File: config.mk
export PLATFORM = sky130hd
export DESIGN_NAME = stopwatch_display_driver
export DESIGN_NICKNAME = d
export VERILOG_FILES = /design/src/rtl/stopwatch_display_driver.sv
export SDC_FILE = /design/constraint.sdc
export NUM_CORES = 1
export LEC_CHECK = 0
export ABC_AREA = 1
export CAP_MARGIN = 20
export CORE_MARGIN = 2
export CORE_UTILIZATION = 46
export DETAILED_ROUTE_END_ITERATION = 10
export GPL_ROUTABILITY_DRIVEN = 0
export MAX_ROUTING_LAYER = met4
export PLACE_DENSITY = 0.65
export SKIP_LAST_GASP = 1
export SYNTH_ARGS = -nofsm -noshare
export SYNTH_HDL_FRONTEND = slang
export SYNTH_SLANG_ARGS = --single-unit
File: constraint.sdc
create_clock -name clk -period 1.96 [get_ports clk]
set_input_delay 0.196 -clock clk [delete_from_list [all_inputs] [get_ports clk]]
set_output_delay 0.196 -clock clk [all_outputs]
set_load 0.03 [all_outputs]
File: src/rtl/stopwatch_display_driver.sv
// rtl/stopwatch_display_driver.sv - stopwatch MM.SS binary-to-BCD converter and 4-digit seven-segment scanner
module stopwatch_display_driver #(
  parameter int SCAN_DIV = 50000,
  parameter bit LZ_BLANK = 1'b0
) (
  input  logic       clk,
  input  logic       rst_n,
  input  logic [7:0] minutes,
  input  logic [7:0] seconds,
  input  logic       sample,
  output logic [6:0] seg,
  output logic       dp,
  output logic [3:0] an,
  output logic       busy,
  output logic       range_err
);

  localparam int PW = $clog2(SCAN_DIV);
  localparam logic [PW-1:0] PRESC_MAX = PW'(SCAN_DIV - 1);

  typedef enum logic [1:0] {IDLE, CONV, COMMIT} state_t;

  state_t          state, state_nxt;
  logic [7:0]      m_sh, s_sh, m_bcd, s_bcd;
  logic [15:0]     m_next, s_next;
  logic [2:0]      iter;
  logic            err_pend;
  logic [3:0][3:0] digits;
  logic [PW-1:0]   presc;
  logic [1:0]      idx;
  logic [3:0]      cur;
  logic [6:0]      seg_nxt;

  function automatic logic [7:0] dabble_adj(input logic [7:0] b);
    logic [3:0] hi, lo;
    hi = b[7:4];
    lo = b[3:0];
    if (hi >= 4'd5) hi = hi + 4'd3;
    if (lo >= 4'd5) lo = lo + 4'd3;
    return {hi, lo};
  endfunction

  function automatic logic [7:0] clamp99(input logic [7:0] v);
    return (v > 8'd99) ? 8'd99 : v;
  endfunction

  always_ff @(posedge clk or negedge rst_n) begin
    if (!rst_n) state <= IDLE;
    else        state <= state_nxt;
  end

  always_comb begin
    state_nxt = state;
    case (state)
      IDLE:    if (sample) state_nxt = CONV;
      CONV:    if (iter == 3'd7) state_nxt = COMMIT;
      COMMIT:  state_nxt = IDLE;
      default: state_nxt = IDLE;
    endcase
  end

  assign busy = (state != IDLE);

  always_comb begin
    m_next = {dabble_adj(m_bcd), m_sh} << 1;
    s_next = {dabble_adj(s_bcd), s_sh} << 1;
  end

  // Digits are only written in COMMIT, so the display never sees a half-converted value
  always_ff @(posedge clk or negedge rst_n) begin
    if (!rst_n) begin
      m_sh      <= '0;
      s_sh      <= '0;
      m_bcd     <= '0;
      s_bcd     <= '0;
      iter      <= '0;
      err_pend  <= 1'b0;
      digits    <= '0;
      range_err <= 1'b0;
    end else begin
      case (state)
        IDLE: if (sample) begin
          m_sh     <= clamp99(minutes);
          s_sh     <= clamp99(seconds);
          m_bcd    <= '0;
          s_bcd    <= '0;
          iter     <= '0;
          err_pend <= (minutes > 8'd99) || (seconds > 8'd99);
        end
        CONV: begin
          m_bcd <= m_next[15:8];
          m_sh  <= m_next[7:0];
          s_bcd <= s_next[15:8];
          s_sh  <= s_next[7:0];
          iter  <= iter + 3'd1;
        end
        COMMIT: begin
          digits    <= {m_bcd, s_bcd};
          range_err <= err_pend;
        end
        default: ;
      endcase
    end
  end

  always_ff @(posedge clk or negedge rst_n) begin
    if (!rst_n) begin
      presc <= '0;
      idx   <= '0;
    end else if (presc == PRESC_MAX) begin
      presc <= '0;
      idx   <= idx + 2'd1;
    end else begin
      presc <= presc + 1'b1;
    end
  end

  always_comb begin
    cur = digits[idx];
    case (cur)
      4'd0:    seg_nxt = 7'b0111111;
      4'd1:    seg_nxt = 7'b0000110;
      4'd2:    seg_nxt = 7'b1011011;
      4'd3:    seg_nxt = 7'b1001111;
      4'd4:    seg_nxt = 7'b1100110;
      4'd5:    seg_nxt = 7'b1101101;
      4'd6:    seg_nxt = 7'b1111101;
      4'd7:    seg_nxt = 7'b0000111;
      4'd8:    seg_nxt = 7'b1111111;
      4'd9:    seg_nxt = 7'b1101111;
      default: seg_nxt = 7'b0000000;
    endcase
    if (LZ_BLANK && idx == 2'd3 && cur == 4'd0) seg_nxt = 7'b0000000;
  end

  always_ff @(posedge clk or negedge rst_n) begin
    if (!rst_n) begin
      seg <= 7'b0111111;
      dp  <= 1'b0;
      an  <= 4'b0001;
    end else begin
      seg <= seg_nxt;
      dp  <= (idx == 2'd2);
      an  <= 4'b0001 << idx;
    end
  end

endmodule
==> metrics.txt <==
post-synthesis cell type count=35; Initial Utilization=0.466; Syn-to-layout area delta=15.7%; diodes inserted=0; CP arrival=1.60 ns; routed len/inst=11.6 um; FILL cells=875; Finished Layout Cells=662; Seq pwr share=0.399; Cell Pwr Density=approximately 1400 nW/um^2; violation count after the first detailed-route iteration=approximately 120; crit share post-route=0.917; Net Sw Power=between 2 and 3 mW; Worst-path clk slew=around 0.09 ns; endpoints failing setup=0; vias in the first global route=3229; antenna violations before repair=0; EDFF count, synth=0; first-pass GRT wire length=13600 um; Overflow after GRT=0; fmax=556 MHz; setup_tns=0 ns; post-CTS setup buffers=0; fin util=0.539; Rows=35; share of cells above drive strength 1=0.102; Post-DRT Antenna Nets=0; Total Routing Usage GR=0.173; sw frac=0.389; largest net degree at the start of global routing=45; post-place setup slack=0.163 ns; syn nets=545; Req. time, crit path=around 1.8 ns; register bit total from synthesis=84; CTS sink cnt=84; Crit Path Class=register to primary output; placed instance count=645; Die Y=100 um; Max-slew headroom=0.632; HPWL Detailed=roughly 5700 um; IO Port Bufs=32; Int Pwr=4.12 mW; Worst setup SP type=register; post-layout min period=around 1.8 ns; core footprint=9110 um^2; DR DRC count=0; Clock power frac=0.192; Mapped Area=4240 um^2; H-tree depth=3; Clock Latency Late Sink=0.35 ns; CTS Buffer Depth=2; CP Max Fanout=3; Final Hold Vio Count=0; Avg Cell Area, Syn=8.40 um^2; worst clock skew=0.00855 ns; Least-Margin Pin Slew=between 0.5 and 0.6 ns; IR drop worst, VDD=between 0.6 and 0.7 mV; worst setup margin=0.163 ns; CTS buffer count=9; Primary FF master, synth=dfrtp_1; Slowest cell on crit path=clkdlybuf4s50_1; CTS tree=yes; Via Count=3300; fin nets=586; drt total wl=approximately 7700 um; Max Cap Viol=0; Die ar.=10000 um^2; Root Buffer=clkbuf_8; Total Power=6.74 mW; combinational fraction of design power=0.410; Via density=4.98; Yosys Warn Count=0; post-synthesis sequential area ratio=0.497; max incr delay on CP=0.68 ns; worst hold path type=primary input to asynchronous set/reset pin; Post-synth ARST share=1.00; Pre-antenna DRT Iters=6; Cells after Synth=505; num ports=33; status=finished clean; Die W=roughly 100 um; Slew Limit Fails=0; Pleak=~2.5 nW; RSZ-0062 raised after global routing=false; CP Cell Sequence=inv_1 > nand2_2 > clkdlybuf4s50_1; crit path capture type=primary output
[layout make-up]
| class | count | area, um^2 | area share |
|---|---|---|---|
| Clock buffer | 11 | 151 | 0.0308 |
| Clock inverter | 5 | 58.8 | 0.0120 |
| Inverter | 66 | 248 | 0.0504 |
| Multi-Input combinational cell | 343 | 1810 | 0.368 |
| Sequential cell | 84 | 2110 | 0.430 |
| Tap cell | 111 | 139 | 0.0283 |
| Timing Repair Buffer | 42 | 395 | 0.0805 |
[critical path, delay by kind of cell, from the launching register on]
family                 cells  cell delay, ns
AND/OR/NAND/NOR            1            0.10
buffers and inverters      2            0.75
flip-flops                 1            0.41
[worst paths after layout]
path                       slack (ns)  depth (start not counted)        from         to
setup / recovery                 0.16                          3    state[1]       busy
hold / removal                   0.36                          2       rst_n  presc[11]
setup reg to reg                 0.20                          9      idx[0]     seg[3]
hold reg to reg                  0.49                          2     m_sh[5]    m_sh[5]
max in group asynchronous        0.92                          3       rst_n      an[0]
min in group clk                 0.41                          3  minutes[4]    m_sh[4]
[cell families (layout without fill, tap and decap cells)]
logic type	after synthesis	after routing	share of synthesized area
compound gates	67	67	0.0982
fa+ha+maj	21	21	0.0619
buf+inv	78	124	0.0767
simple gates	246	246	0.247
mux	1	1	0.00265
xor+xnor	8	8	0.0165
flops	84	84	0.497
[timing repair]
action                                 4_1_cts  5_1_grt
resized for setup                            0        1
setup endpoints to repair                    0        3
hold buffers                                 1        0
endpoints found under the hold margin       41        0
[flip-flops by register name, indices dropped and copies added (netlist names), 2 cells and up]
register  cells
m_sh          8
m_bcd         8
seg           7
iter          3
idx           2
presc        16
s_sh          8
an            4
digits       16
state         2
s_bcd         8
[cells in the mapped netlist, types with 3 or more instances]
master,number,area (um^2)
dfstp_2,7,184
xor2_1,8,70.1
inv_1,61,229
nand3_1,33,165
a21oi_1,4,20.0
o21ai_0,43,215
clkbuf_1,4,15.0
nor2_1,40,150
nand2_1,150,563
ha_1,21,263
nor2_4,3,33.8
buf_4,4,30.0
inv_2,5,18.8
nand4_1,11,68.8
dfrtp_1,77,1930
o22ai_2,6,75.1
[per-layer routing]
metal	track usage	wire [um]	up-vias	share of wire
met5	-	0	-	0
met4	0.0474	91	0	0.012
met3	0.0355	267	9	0.035
met2	0.291	3670	60	0.48
met1	0.213	3640	1541	0.47
li1	-	-	1690	-
[metrics by stage]
step / hold slack [ns] / area, um^2
floorplan: -0.0996 / 4240
global placement: 0.229 / 4690
detailed placement: 0.233 / 4690
CTS: 0.391 / 4910
global route: 0.416 / 4910
finish: 0.364 / 4910
[cell usage in the layout, fill, tap and decap left out, drive strengths merged]
cell           instances
a21boi                 1
a21oi                  4
a22o                   2
a22oi                  2
a32oi                  1
and2                   1
buf                   10
bufinv                 1
clkbuf                11
clkdlybuf4s50         31
clkinv                 1
clkinvlp               2
dfrtp                 77
dfstp                  7
dlygate4sd3            1
ha                    21
inv                   67
mux2                   1
nand2                152
nand3                 34
nand3b                 2
nand4                 11
nor2                  44
nor3                   2
o211ai                 1
o21ai                 46
o21bai                 2
o22ai                  8
xor2                   8
[power by group through the flow]
stage                     logic [mW]  clock network (mW)  registers (mW)
after global routing            3.20                1.39            2.76
after floorplan                 1.95                   0            2.82
after global placement          2.72                   0            2.71
final                           2.76                1.29            2.69
after detailed placement        2.79                   0            2.72
after CTS                       2.81                1.32            2.69
No activity file was read; power rests on OpenSTA's default activity.
